==> config.mk <==
export PLATFORM = sky130hd
export DESIGN_NAME = reg_writeback
export DESIGN_NICKNAME = d
export VERILOG_FILES = /design/src/rtl/riscv_pkg.sv /design/src/rtl/rr_arbiter2.sv /design/src/rtl/reg_writeback.sv
export SDC_FILE = /design/constraint.sdc
export NUM_CORES = 1
export LEC_CHECK = 0
export ABC_CLOCK_PERIOD_IN_PS = 2920
export CAP_MARGIN = 25
export CELL_PAD_IN_SITES_DETAIL_PLACEMENT = 0
export CELL_PAD_IN_SITES_GLOBAL_PLACEMENT = 1
export CORE_ASPECT_RATIO = 0.5
export CORE_UTILIZATION = 30
export DETAILED_ROUTE_END_ITERATION = 12
export GPL_ROUTABILITY_DRIVEN = 0
export GPL_TIMING_DRIVEN = 0
export PLACE_DENSITY = 0.8
export SLEW_MARGIN = 5
export SYNTH_ARGS = -nofsm -noshare
export SYNTH_HDL_FRONTEND = slang
export SYNTH_SLANG_ARGS = --single-unit
export TNS_END_PERCENT = 10
==> constraint.sdc <==
create_clock -name clock -period 2.92 [get_ports clock]
set_input_delay 0.73 -clock clock [delete_from_list [all_inputs] [get_ports clock]]
set_output_delay 0.73 -clock clock [all_outputs]
set_load 0.01 [all_outputs]
==> src/rtl/riscv_pkg.sv <==
// Shared types and widths for the integer pipeline's writeback side.
package riscv_pkg;

  localparam int XLEN       = 32;
  localparam int NREGS      = 32;
  localparam int REG_ADDR_W = $clog2(NREGS);

  typedef enum logic {
    GRANT_ALU = 1'b0,
    GRANT_MEM = 1'b1
  } grant_t;

endpackage

==> src/rtl/rr_arbiter2.sv <==
// Two-requester round-robin arbiter; requester 0 maps to GRANT_ALU, 1 to GRANT_MEM.
// Grant is combinational from the requests and the registered last winner.
module rr_arbiter2
  import riscv_pkg::*;
(
  input  logic       clock,
  input  logic       reset,
  input  logic [1:0] req_i,
  output logic [1:0] gnt_o
);

  grant_t last_q;
  grant_t last_d;

  // Requester 0 wins when alone, or on contention when 1 won most recently.
  always_comb begin
    gnt_o  = 2'b00;
    last_d = last_q;
    if (req_i[0] && (!req_i[1] || last_q == GRANT_MEM)) begin
      gnt_o[0] = 1'b1;
      last_d   = GRANT_ALU;
    end else if (req_i[1]) begin
      gnt_o[1] = 1'b1;
      last_d   = GRANT_MEM;
    end
  end

  always_ff @(posedge clock) begin
    if (reset) begin
      last_q <= GRANT_MEM;
    end else begin
      last_q <= last_d;
    end
  end

endmodule

==> src/rtl/reg_writeback.sv <==
// Merges ALU and load results onto the single register file write port and
// tracks outstanding destinations in a busy scoreboard for decode stalls.
module reg_writeback #(
  parameter int XLEN  = riscv_pkg::XLEN,
  parameter int NREGS = riscv_pkg::NREGS
) (
  input  logic                     clock,
  input  logic                     reset,
  input  logic                     issue_valid,
  input  logic [$clog2(NREGS)-1:0] issue_rd,
  input  logic                     alu_valid,
  input  logic [$clog2(NREGS)-1:0] alu_rd,
  input  logic [XLEN-1:0]          alu_data,
  output logic                     alu_ready,
  input  logic                     mem_valid,
  input  logic [$clog2(NREGS)-1:0] mem_rd,
  input  logic [XLEN-1:0]          mem_data,
  output logic                     mem_ready,
  input  logic [$clog2(NREGS)-1:0] read_reg_num1,
  input  logic [$clog2(NREGS)-1:0] read_reg_num2,
  output logic                     busy1,
  output logic                     busy2,
  output logic [$clog2(NREGS)-1:0] write_reg,
  output logic [XLEN-1:0]          write_data,
  output logic                     regwrite,
  output logic                     wb_error
);

  import riscv_pkg::*;

  localparam int AW = $clog2(NREGS);

  logic [1:0]      gnt;
  logic            accept;
  logic [AW-1:0]   sel_rd;
  logic [XLEN-1:0] sel_data;

  logic [NREGS-1:0] busy_q,       busy_d;
  logic             regwrite_q,   regwrite_d;
  logic [AW-1:0]    write_reg_q,  write_reg_d;
  logic [XLEN-1:0]  write_data_q, write_data_d;
  logic             wb_error_q,   wb_error_d;

  rr_arbiter2 u_arb (
    .clock (clock),
    .reset (reset),
    .req_i ({mem_valid, alu_valid}),
    .gnt_o (gnt)
  );

  assign alu_ready = gnt[0];
  assign mem_ready = gnt[1];
  assign accept    = |gnt;
  assign sel_rd    = gnt[1] ? mem_rd   : alu_rd;
  assign sel_data  = gnt[1] ? mem_data : alu_data;

  // x0 results are consumed but never reach the register file.
  always_comb begin
    regwrite_d   = accept && (sel_rd != '0);
    write_reg_d  = write_reg_q;
    write_data_d = write_data_q;
    wb_error_d   = wb_error_q;
    if (regwrite_d) begin
      write_reg_d  = sel_rd;
      write_data_d = sel_data;
      if (!busy_q[sel_rd]) begin
        wb_error_d = 1'b1;
      end
    end
  end

  // Clearing on the committing cycle keeps busy high until the data has landed;
  // a same-cycle reissue keeps the bit set for the new producer.
  genvar gi;
  generate
    for (gi = 0; gi < NREGS; gi++) begin : g_busy
      if (gi == 0) begin : g_zero
        assign busy_d[gi] = 1'b0;
      end else begin : g_reg
        logic set_hit;
        logic clr_hit;
        assign set_hit    = issue_valid && (issue_rd == AW'(gi));
        assign clr_hit    = regwrite_q && (write_reg_q == AW'(gi));
        assign busy_d[gi] = set_hit || (busy_q[gi] && !clr_hit);
      end
    end
  endgenerate

  always_ff @(posedge clock) begin
    if (reset) begin
      busy_q       <= '0;
      regwrite_q   <= 1'b0;
      write_reg_q  <= '0;
      write_data_q <= '0;
      wb_error_q   <= 1'b0;
    end else begin
      busy_q       <= busy_d;
      regwrite_q   <= regwrite_d;
      write_reg_q  <= write_reg_d;
      write_data_q <= write_data_d;
      wb_error_q   <= wb_error_d;
    end
  end

  assign busy1      = busy_q[read_reg_num1];
  assign busy2      = busy_q[read_reg_num2];
  assign write_reg  = write_reg_q;
  assign write_data = write_data_q;
  assign regwrite   = regwrite_q;
  assign wb_error   = wb_error_q;

endmodule

* After elaboration in Yosys (flattened, before gate mapping) *
Index checks and enable logic that the tools add are counted.

storage, ports and cells
  flip-flop bits (word level) = 72
  output and inout bits = 43
  logic and storage cells = 249

operators by class
  bitwise logic cells = 1
  equal/unequal tests = 62
  $lt $le $gt $ge = 3
  multiplexer cells = 13
  reductions and logical operators = 163

operators by type and width
  cell                                                number
  == test 5 bit, second input constant                32
  logical AND 1 bit                                   95
  == test 5 x 4 -> 1 bit, second input constant       16
  == test 5 x 3 -> 1 bit, second input constant       8
  logical NOT 1 bit                                   32
  logical OR 1 bit                                    32
  2-to-1 mux 32 bit                                   1
  == test 5 x 2 -> 1 bit, second input constant       4
  < comparator 5 x 6 -> 1 bit, second input constant  3
  binary-select mux 1 bit (select 5 bit)              3
  == test 5 x 1 -> 1 bit, second input constant       2
  2-to-1 mux 1 bit                                    8
  2-to-1 mux 5 bit                                    1
  nonzero test 5 bit                                  1
  AND reduction 2 bit                                 1
  nonzero test 2 bit                                  1
  OR reduction 2 bit                                  1
  NOT 1 bit                                           1

* Longest topological paths before layout *
Gate-level depths: netlist (run 1).

  depth after elaboration = 9
  mapped depth = 9
  mapped depth without buffers = 7

* Hierarchy *
From an unflattened synthesis (run 1), not the netlist that was laid out.

second synthesis, totals
  cell total of the unflattened synthesis = 481
  area total of the unflattened synthesis = 4202.8 sq um

modules (own cells, without submodules)
  module         instances  area an instance (sq um)  cells each  sequential area each (sq um)
  reg_writeback  1          4147.7                    474         1401.3
  rr_arbiter2    1          55.1                      7           20.0

* Worst setup path before layout (run 1) *
OpenSTA, ideal clock, no wires.

  path kind = input port to output port
  start point = in read_reg_num1[0]
  end point = out busy1
  cell stages on the path = 4
  setup slack = -0.026 ns
  path buffers = 1
  data required time = 2.190 ns
  arrival time = 2.216 ns
  cell sequence = buf_2 > mux4_2 > mux4_2 > mux2_2

on the way
  word-level cells in the longest chain between the ends = 2

ends and longest elaborated chain
  what                                    RTL line              RTL
  from (decl)                             reg_writeback.sv:19   input logic [$clog2(NREGS)-1:0] read_reg_num1,
  binary-select mux 1 bit (select 5 bit)  reg_writeback.sv:105  assign busy1 = busy_q[read_reg_num1];
  2-to-1 mux 1 bit (not written as such)  reg_writeback.sv:105
  to (decl)                               reg_writeback.sv:21   output logic busy1,

Every way passes these cells. The select of a mux whose other input is x is not followed.

* Final worst setup path (run 1) *
  start point = in read_reg_num2[0]
  end point = out busy2

on the way
  word-level cells in the longest chain between the ends = 2

ends and longest elaborated chain
  what                                    RTL line              RTL
  from (decl)                             reg_writeback.sv:20   input logic [$clog2(NREGS)-1:0] read_reg_num2,
  binary-select mux 1 bit (select 5 bit)  reg_writeback.sv:106  assign busy2 = busy_q[read_reg_num2];
  2-to-1 mux 1 bit (not written as such)  reg_writeback.sv:106
  to (decl)                               reg_writeback.sv:22   output logic busy2,

Every way passes these cells. The select of a mux whose other input is x is not followed.

==> key figures, run 1 <==
Run status
  – Status: finished, violations left
  – Violated checks: setup timing

Detailed routing
  – Final wirelength: 14300 um
  – Drt pass-1 iters: 5
  – Final ANT Viol Nets: 0
  – Vias per cell: around 5.2
  – Remaining DRCs: 0
  – Via count: 4358
  – Wire length per cell: 17.0 um
  – Iteration-0 DRC count of the detailed router: just over 300

Critical path
  – Setup crit start kind: input port
  – Worst Path Required: 2.19 ns
  – Peak fanout along the critical path: 5
  – Slowest CP cell: mux4_2
  – Reg2reg end: wb_error
  – Reg2Reg Setup Slack: 0.66 ns
  – Critical Path Most Common Cell: mux4_2
  – Family with the most delay on the worst path: multiplexers
  – Crit path cell chain: buf_12 > mux4_2 > mux4_2 > mux2_4 > buf_6
  – CP Capture Type: output port
  – Worst R2R Path Depth: 8
  – R2r startpoint: u_arb.last_q
  – CP Buf/Inv Count: 2
  – Arrival time at the worst endpoint: 2.25 ns
  – Critical path class: input port to output port
  – Max incr delay on CP: 0.52 ns

Clock network
  – Longest Clk Path Bufs: 2
  – Hold buffer count at CTS: 0
  – Cts bufs inserted: 9
  – Worst-Skew Late Latency: 0.33 ns
  – TritonCTS clock tree: yes
  – Clock sink count: 71
  – Worst-path clk slew: 0.05 ns
  – CTS Root Cell: clkbuf_16
  – H-tree depth: 3

Final layout
  – Final core occ: about 45%
  – Area growth from synthesis to layout: 45.4%
  – Most frequent cells in the layout: clkdlybuf4s50_1, nand2_1, dfxtp_1
  – Register area: 1420 um2
  – Number of flip-flops in the largest register: 32
  – Most common cell after layout, fill and taps aside: clkdlybuf4s50_1
  – Share of layout cells above drive strength 1: 10.6%
  – Diodes inserted: 0
  – Filler cell count: 1376
  – Final-stage net count: 740
  – Area of the multi-input gates: 2510 um2

Synthesis
  – Synth async-reset ratio: 0%
  – Largest family of logic cells by synthesized area: compound AO/OA/AOI/OAI gates
  – Synthesis Warnings: 0
  – Seq/Total Area, Yosys: 34.1%
  – Adder-Cell Fraction of Synth Area: 0%
  – Synth Instances: 507
  – Top FF cell, synth: dfxtp_1
  – Synth Area in Compound Gates: 22.1%
  – Simple-Gate Fraction of Synth Area: 21.9%
  – EDFF count, synth: 0
  – Count of cell types in the netlist: 46
  – Post-Synth XOR/XNOR Area: 0%
  – Yosys reg bits: ~70
  – Syn nets: 601
  – Syn Area/Cell: 8.23 um2
  – Synth Cell Area: 4170 um2
  – Multiplexer area fraction after synthesis: 15.7%

Timing
  – Final setup viols: 2
  – Final Slew Violations: 0
  – Final hold viol count: 0
  – Worst clock skew: 0.00790 ns
  – Max-slew headroom: 51.7%
  – Worst Max-Slew Pin Slew: 0.725 ns
  – FMAX: ~0.34 GHz
  – Final Worst Setup Slack: -0.0597 ns
  – RSZ-0062 raised after global routing: true
  – Fin crit share: 102%
  – Minimum clock period: 2.98 ns

Floorplan
  – Total core area: 13600 um2
  – DIE HEIGHT: ~85 um
  – Std cell rows: 30
  – I/O pins: roughly 140
  – Full die area: 14400 um2
  – Initial Utilization: 30.8%
  – Die W: between 150 and 200 um

Power
  – Logic pwr share: about a quarter
  – Sw frac: 27.3%
  – Clock share of power: a little under two fifths
  – Pleak: approximately 2.2 nW
  – Flop pwr share: ~39%
  – P_int: 1.98 mW
  – Sw power: 746 uW
  – Peak VDD IR: 0.267 mV
  – Power Density: 449 nW/um2
  – Total design power: 2.73 mW

Worst hold path
  – Hold path depth: 2
  – Hold endpoint: write_data[22]
  – Worst hold path type: flip-flop to flip-flop
  – Hold Startpoint: write_data[22]

Run
  – Max-cap violations: 0

Global route
  – Total track usage: a little over 20%
  – Largest net degree at the start of global routing: 20
  – Initial antenna violation count: 0
  – Congestion Overflow GR: 0
  – Vias in the first global route: 4323
  – Global-route wire length before repair: between 20000 and 25000 um

Placed design
  – IO buf count: 127
  – Detailed placement HPWL: 10900 um
==> cells in the mapped netlist (2+ instances only) <==
master	instances	area share [%]
nand3_1	10	1.2
mux2i_4	2	1.1
o221ai_1	2	0.42
buf_2	4	0.48
nand2_1	114	10
clkbuf_1	22	2.0
nor2_1	50	4.5
o21ai_0	37	4.4
o2111ai_1	2	0.42
nand2b_1	14	2.1
mux4_2	18	9.7
nor2b_1	8	1.2
a311oi_2	2	0.72
buf_6	10	2.7
nor3_1	4	0.48
inv_1	9	0.81
mux2i_1	14	3.4
a211oi_1	6	1.1
buf_1	2	0.18
a311oi_1	32	6.7
a22oi_1	6	1.1
or2_2	2	0.30
mux2_2	3	0.81
nand4_1	3	0.45
a21oi_1	39	4.7
dfxtp_1	71	34
mux2_4	2	0.72
==> metal layers <==
layer  track usage, %  routed length [um]  vias to the layer above
met5                0                   0                        -
li1                 -                   -                     2101
met2             34.5                6840                      160
met3             5.36                1030                       12
met4             3.88                 112                        0
met1             26.5                6360                     2085
==> per-stage QoR <==
| stage | setup TNS, ns | area (um2) | setup WS [ns] | instances | hold WS (ns) |
|---|---|---|---|---|---|
| global placement | -3.69 | 5690 | -0.984 | 826 | 0.484 |
| CTS | -0.132 | 5990 | -0.0718 | 839 | 0.500 |
| finish | -0.109 | 6070 | -0.0597 | 841 | 0.495 |
| global route | -0.179 | 6070 | -0.0916 | 841 | 0.515 |
| detailed placement | -5.22 | 5690 | -1.00 | 826 | 0.493 |
| floorplan | -0.0256 | 4180 | -0.0256 | 507 | 0.454 |
==> how the worst max path moves through the flow <==
stage,start,to,depth (start not counted)
2_1_floorplan,read_reg_num2[0],busy2,4
3_3_place_gp,mem_valid,mem_ready,7
3_5_place_dp,mem_valid,mem_ready,7
4_1_cts,read_reg_num1[0],busy1,5
5_1_grt,read_reg_num1[0],busy1,5
6_report,read_reg_num2[0],busy2,5
==> worst register-to-register path, cell delays in order, from the launching register on <==
cell,delay [ns]
dfxtp_1,0.36
a21bo_1,0.14
buf_6,0.15
buf_6,0.18
mux2i_1,0.56
nand3_1,0.18
a211oi_1,0.26
a211oi_1,0.10
a211o_1,0.24
==> repair_timing <==
item / 4_1_cts / 5_1_grt
buffers inserted: 0 / 0
gates resized for setup: 28 / 8
gates cloned: 0 / 2
setup endpoints to repair: 5 / 5
==> power groups by stage <==
| stage | sequential [mW] | clock, mW | combinational, mW |
|---|---|---|---|
| final | 1.07 | 1.01 | 0.647 |
| after global routing | 1.08 | 1.08 | 0.699 |
| after CTS | 1.07 | 1.03 | 0.638 |
| after detailed placement | 1.09 | 0 | 0.629 |
| after global placement | 1.09 | 0 | 0.627 |
| after floorplan | 1.11 | 0 | 0.290 |
==> cell families (layout without fill, tap and decap cells) <==
family / count (synthesis) / count (layout)
muxes: 39 / 39
buffers and inverters: 48 / 190
AOI/OAI and AO/OA: 137 / 137
DFF: 71 / 71
and+or+nand+nor: 212 / 212
==> layout make-up <==
class / count / share of cell area [%]
inverter: 10 / 0.660
timing repair buffer: 129 / 21.8
clock buffer: 13 / 4.29
multi-input combinational: 388 / 41.4
tap: 192 / 3.96
buffer: 37 / 4.39
sequential: 71 / 23.4
clock inverter: 1 / 0.0825
No activity file was read; power rests on OpenSTA's default activity.
==> run 2, diff against run 1 <==
CAP_MARGIN = default   (was 25)
TNS_END_PERCENT = default   (was 10)
==> run 2 against run 1 <==
Net effect: the run still ends with setup timing left; non-clock buffer count unchanged; core utilization increased by 0.18 points; clock power increased by 13%; cell count increased by 0.24%; first-iteration DRC count increased by 1.6%; fmax increased by 0.25%; critical endpoint is now busy1; largest cell class unchanged.
==> key figures, run 2 (synthesis results as in run 1) <==
Timing
  – WHS: 0.482 ns (-0.0128 ns)
  – Final Worst Setup Slack: -0.0524 ns (+0.00729 ns)
  – Worst Max-Slew Pin Slew: 0.597 ns (-0.128 ns)
  – Worst clock skew: 0.00580 ns (-0.00210 ns)
  – RSZ-0062 raised after global routing: true
  – Final Slew Violations: 0 (unchanged)
  – Final hold viol count: 0 (unchanged)
  – Setup TNS: -0.102 ns (+0.00723 ns)
  – FMAX: 0.336 GHz (+0.25%)
  – Final setup viols: 2 (unchanged)
  – Fin crit share: 102% (-0.25 points)
  – Max-slew headroom: 59.4% (+7.7 points)
  – Minimum clock period: 2.97 ns (-0.00729 ns)

Detailed routing
  – Drt pass-1 iters: 5 (unchanged)
  – Remaining DRCs: 0 (unchanged)
  – Final ANT Viol Nets: 0 (unchanged)
  – Vias per cell: 5.17 (-0.21%)
  – Wire length per cell: 16.9 um (-0.79%)
  – Iteration-0 DRC count of the detailed router: 310 (+1.6%)
  – Final wirelength: 14300 um (-0.56%)
  – Via count: 4359 (+0.023%)

Floorplan
  – DIE HEIGHT: 85.4 um (unchanged)
  – Std cell rows: 30 (unchanged)
  – Full die area: 14400 um2 (unchanged)
  – Initial Utilization: 30.8% (unchanged)
  – Total core area: 13600 um2 (unchanged)
  – I/O pins: 137 (unchanged)
  – Die W: 169 um (unchanged)

Final layout
  – Number of flip-flops in the largest register: 32 (unchanged)
  – Final Instance Count excl. Fillers: 843 (+0.24%)
  – Area growth from synthesis to layout: 46.0%
  – Most frequent cells in the layout: clkdlybuf4s50_1, nand2_1, dfxtp_1
  – Final-stage net count: 740 (unchanged)
  – Most common cell after layout, fill and taps aside: clkdlybuf4s50_1
  – Share of layout cells above drive strength 1: 11.2% (+0.58 points)
  – Diodes inserted: 0 (unchanged)

Global route
  – Vias in the first global route: 4033 (-6.7%)
  – Total track usage: 19.9% (-0.50 points)
  – Congestion Overflow GR: 0 (unchanged)
  – Global-route wire length before repair: 22000 um (-4.5%)
  – Initial antenna violation count: 0 (unchanged)
  – Largest net degree at the start of global routing: 20 (unchanged)

Clock network
  – Longest Clk Path Bufs: 2 (unchanged)
  – TritonCTS clock tree: yes
  – H-tree depth: 3 (unchanged)
  – CTS Root Cell: clkbuf_16
  – Clock sink count: 71 (unchanged)
  – Worst-path clk slew: 0.06 ns (about the same)
  – Worst-Skew Late Latency: 0.34 ns (about the same)
  – Cts bufs inserted: 9 (unchanged)

Placed design
  – Place WS: -1.01 ns (-0.0100 ns)
  – IO buf count: 127 (unchanged)
  – Detailed placement HPWL: 10700 um (-1.6%)
  – Placed cell count: 826 (unchanged)

Worst hold path
  – Hold endpoint: busy_q[1]
  – Worst hold path type: flip-flop to flip-flop
  – Hold path depth: 2 (unchanged)
  – Hold Startpoint: busy_q[1]

Critical path
  – Peak fanout along the critical path: 8 (+3)
  – R2r startpoint: u_arb.last_q
  – Max incr delay on CP: 0.51 ns (about the same)
  – Reg2Reg Setup Slack: 0.72 ns (+0.06 ns)
  – Family with the most delay on the worst path: multiplexers
  – Slowest CP cell: mux4_2
  – Arrival time at the worst endpoint: 2.24 ns (about the same)
  – Worst R2R Path Depth: 8 (unchanged)
  – Crit path cell chain: buf_12 > mux4_2 > mux4_2 > mux2_4 > buf_6
  – CP Capture Type: output port
  – Worst Path Required: 2.19 ns (about the same)
  – Reg2reg end: wb_error
  – Critical path class: input port to output port
  – Critical Path Most Common Cell: mux4_2
  – Setup crit start kind: input port
  – CP Buf/Inv Count: 2 (unchanged)

Power
  – Pleak: 2.21 nW (about the same)
  – Peak VDD IR: 0.273 mV (+2.2%)
  – Total design power: 2.85 mW (+4.6%)
  – Power Density: 468 nW/um2 (+4.2%)

Run status
  – Status: finished, violations left
  – Violated checks: setup timing

Run
  – Max-cap violations: 0 (unchanged)
==> run 2: report_power, final <==
group	leakage (nW)	total, mW	internal, mW	switching, mW
logic	1.48	0.643	0.341	0.302
registers	0.583	1.07	1.03	0.0440
clock network	0.145	1.14	0.689	0.450
==> run 2: repair_timing <==
action	CTS	global route
buffers inserted	1	0
resized for setup	29	4
endpoints found under the setup margin	5	5
hold buffers	0	0
cloned	1	0
==> run 2: metrics by stage <==
| step | util, % | cell area, um2 |
|---|---|---|
| floorplan | - | 4180 |
| global placement | 42.0 | 5690 |
| detailed placement | 42.0 | 5690 |
| CTS | 44.9 | 6080 |
| global route | 45.0 | 6090 |
| finish | 45.0 | 6090 |
==> run 2: worst register-to-register path, delay by kind of cell, from the launching register on <==
family | cells | cell delay (ns)
buffers and inverters | 2 | 0.34
DFF | 1 | 0.37
AOI/OAI and AO/OA | 4 | 0.71
muxes | 1 | 0.52
and+or+nand+nor | 1 | 0.16
==> run 2: worst max-delay path by stage <==
| stage | from | endpoint | slack, ns | cells past startpoint |
|---|---|---|---|---|
| after CTS | read_reg_num1[0] | busy1 | -0.05 | 5 |
| final | read_reg_num1[0] | busy1 | -0.05 | 5 |
| after global placement | mem_valid | mem_ready | -1.03 | 7 |
| after detailed placement | mem_valid | mem_ready | -1.01 | 7 |
| after global routing | read_reg_num1[0] | busy1 | -0.08 | 5 |
| after floorplan | read_reg_num1[0] | busy1 | 0.05 | 4 |
==> run 2: area by class of cell <==
| class | count | area (um2) |
|---|---|---|
| sequential | 71 | 1420 |
| multi-input combinational | 388 | 2510 |
| tap | 192 | 240 |
| clock inverter | 6 | 67.6 |
| fill | 1315 | 7460 |
| timing repair buffer | 129 | 1310 |
| clock buffer | 10 | 239 |
| inverter | 10 | 40.0 |
| buffer | 37 | 267 |
==> run 2: layer usage <==
metal	wire, um	up-vias	part of all wire, %	global-route usage (%)
met5	0	-	0	0
met4	178	0	1.2	5.45
met3	1270	20	8.9	6.11
met2	6570	178	46	31.6
met1	6240	2059	44	26.3
li1	-	2102	-	-
==> run 3, diff against run 2 <==
CORE_UTILIZATION = 31   (was 30)
CTS_BUF_LIST = sky130_fd_sc_hd__clkbuf_8   (was default)
PLACE_DENSITY = 0.83   (was 0.8)
==> run 3 against run 2 <==
Net effect: the flow finishes with violations (DRC, setup timing); first-iteration DRC count is 1.9% higher; sequential power is essentially flat; clock skew is 0.0068 ns higher; die area is 3.2% lower; worst setup slack got worse by 0.015 ns; final area decreased by 1.9%; clock power shrank 26%; sequential share of layout area is 0.45 points higher; largest power group is now registers; via count increased by 0.30%; worst hold slack improved by 0.0011 ns; flip-flop and latch count unchanged; critical path type unchanged.
==> key figures, run 3 (synthesis results as in run 1) <==
Run status
  – Status: finished, violations left
  – Violated checks: DRC, setup timing

Clock network
  – CTS Root Cell: clkbuf_8
  – # Post-CTS Setup Buffers: 0 (-1)
  – TritonCTS clock tree: yes
  – H-tree depth: 3 (unchanged)
  – Clock sink count: 71 (unchanged)
  – Worst-Skew Late Latency: 0.36 ns (+0.02 ns)
  – Longest Clk Path Bufs: 2 (unchanged)
  – Worst-path clk slew: 0.08 ns (+0.02 ns)
  – Hold buffer count at CTS: 0 (unchanged)
  – Cts bufs inserted: 9 (unchanged)

Critical path
  – Peak fanout along the critical path: 10 (+2)
  – Setup crit start kind: input port
  – CP Buf/Inv Count: 2 (unchanged)
  – Critical Path Most Common Cell: mux4_2
  – Family with the most delay on the worst path: multiplexers
  – Arrival time at the worst endpoint: 2.26 ns (+0.02 ns)
  – Critical path class: input port to output port
  – Slowest CP cell: mux4_2
  – Max incr delay on CP: 0.53 ns (+0.02 ns)
  – Worst Path Required: 2.19 ns (about the same)
  – Crit path cell chain: clkbuf_2 > mux4_2 > mux4_2 > mux2_4 > buf_6
  – CP Capture Type: output port

Final layout
  – Number of flip-flops in the largest register: 32 (unchanged)
  – Post-Layout Inst Area: 5980 um2 (-1.9%)
  – Share of layout cells above drive strength 1: 11.1% (-0.15 points)
  – Final-stage net count: 740 (unchanged)
  – Area growth from synthesis to layout: 43.2%
  – Most common cell after layout, fill and taps aside: clkdlybuf4s50_1
  – Filler cell count: 1267 (-3.7%)
  – Diodes inserted: 0 (unchanged)
  – Most frequent cells in the layout: clkdlybuf4s50_1, nand2_1, dfxtp_1

Global route
  – Vias in the first global route: 4165 (+3.3%)
  – Largest net degree at the start of global routing: 20 (unchanged)
  – Congestion Overflow GR: 0 (unchanged)
  – Global-route wire length before repair: 22800 um (+3.7%)
  – Total track usage: 20.9% (+0.94 points)
  – Initial antenna violation count: 0 (unchanged)

Timing
  – Final Worst Setup Slack: -0.0669 ns (-0.0146 ns)
  – Final hold viol count: 0 (unchanged)
  – RSZ-0062 raised after global routing: true
  – Max-slew headroom: 48.8% (-11 points)
  – Minimum clock period: 2.99 ns (+0.0146 ns)
  – Final Slew Violations: 0 (unchanged)
  – Worst clock skew: 0.0126 ns (+0.00680 ns)
  – Final setup viols: 2 (unchanged)
  – FMAX: 0.335 GHz (-0.49%)
  – Worst Max-Slew Pin Slew: 0.747 ns (+0.151 ns)
  – Fin crit share: 102% (+0.50 points)

Detailed routing
  – Met2 routed WL: 6470 um (-1.6%)
  – Remaining DRCs: 1 (+1)
  – Vias per cell: 5.33 (+3.0%)
  – Routed wl met3: 1030 um (-19%)
  – Wire length per cell: 17.3 um (+2.0%)
  – Drt pass-1 iters: 9 (+4)
  – Final wirelength: 14200 um (-0.63%)
  – Top Metal Used: met4
  – Via count: 4372 (+0.30%)
  – Iteration-0 DRC count of the detailed router: 316 (+1.9%)
  – Final ANT Viol Nets: 0 (unchanged)
  – Metal-1 WL: 6470 um (+3.7%)

Placed design
  – Area of placed instances: 5660 um2 (-0.48%)
  – IO buf count: 127 (unchanged)
  – Detailed placement HPWL: 10600 um (-0.89%)

Floorplan
  – Die W: 166 um (-1.6%)
  – Full die area: 14000 um2 (-3.2%)
  – DIE HEIGHT: 84.1 um (-1.6%)
  – Initial Utilization: 32.4% (+1.6 points)
  – I/O pins: 137 (unchanged)
  – Std cell rows: 29 (-3.3%)
  – Total core area: 12900 um2 (-4.9%)

Power
  – Power Density: 428 nW/um2 (-8.7%)
  – Total design power: 2.56 mW (-10%)
  – Peak VDD IR: 0.230 mV (-16%)
  – Pleak: 2.19 nW (-0.73%)

Run
  – Max-cap violations: 0 (unchanged)

Worst hold path
  – Worst hold path type: flip-flop to flip-flop
run 3: cell types whose count changed in the layout (fill, tap and decap cells not counted):
cell             delta
clkbuf_16           -9
clkbuf_8            +9
clkdlybuf4s50_1     -2
clkinv_2            +2
clkinvlp_4          -2
mux2i_1             +2
mux2i_2             -2
buf_16              +1
buf_4               -1
clkdlybuf4s15_2     +1
clkinv_4            +1
dlymetal6s2s_1      +1
inv_4               -1
run 3: path summary, 6_finish.rpt:
kind / endpoint / slack, ns / from / cells past startpoint
min reg2reg: busy_q[1] / 0.48 / busy_q[1] / 2
max reg2reg: wb_error / 0.68 / u_arb.last_q / 7
max: busy1 / -0.07 / read_reg_num1[1] / 5
min: busy_q[1] / 0.48 / busy_q[1] / 2
run 3: metrics by stage:
stage                     setup slack [ns]  utilization, %  setup TNS (ns)  instances  hold slack [ns]
after floorplan                     0.0490               -               0        507            0.454
after global placement              -0.960            44.0           -2.65        804            0.465
after detailed placement            -0.915            44.0           -2.94        804            0.470
after CTS                          -0.0530            46.4          -0.100        821            0.481
after global routing               -0.0981            46.4          -0.183        821            0.497
final                              -0.0669            46.4          -0.117        821            0.484
run 3: layout make-up:
cell class,count,area [um2],area share [%]
multi-input combinational,388,2500,41.9
timing repair buffer,129,1330,22.3
tap,170,213,3.56
buffer,37,267,4.46
sequential,71,1420,23.8
inverter,10,38.8,0.649
clock inverter,6,66.3,1.11
clock buffer,10,138,2.30
run 3: tightest hold or removal path, stage by stage, from the launching register on:
cell and delay [ns]:
dfxtp_1 0.31, o21ai_0 0.07, a21oi_1 0.06
run 3: power breakdown:
part | switching, mW | internal, mW
Sequential | 0.0429 | 1.03
Combinational | 0.302 | 0.342
Clock | 0.421 | 0.423
Total | 0.766 | 1.79
run 3: per-layer routing:
layer | vias to the layer above | global-route usage, %
li1 | 2105 | -
met1 | 2069 | 27.4
met2 | 175 | 33.3
met3 | 23 | 6.40
met4 | 0 | 5.27
met5 | - | 0
run 3: repair_timing:
action	in CTS	in global routing
endpoints found under the setup margin	4	4
pin swaps	0	0
resized for setup	33	2
cloned	2	0
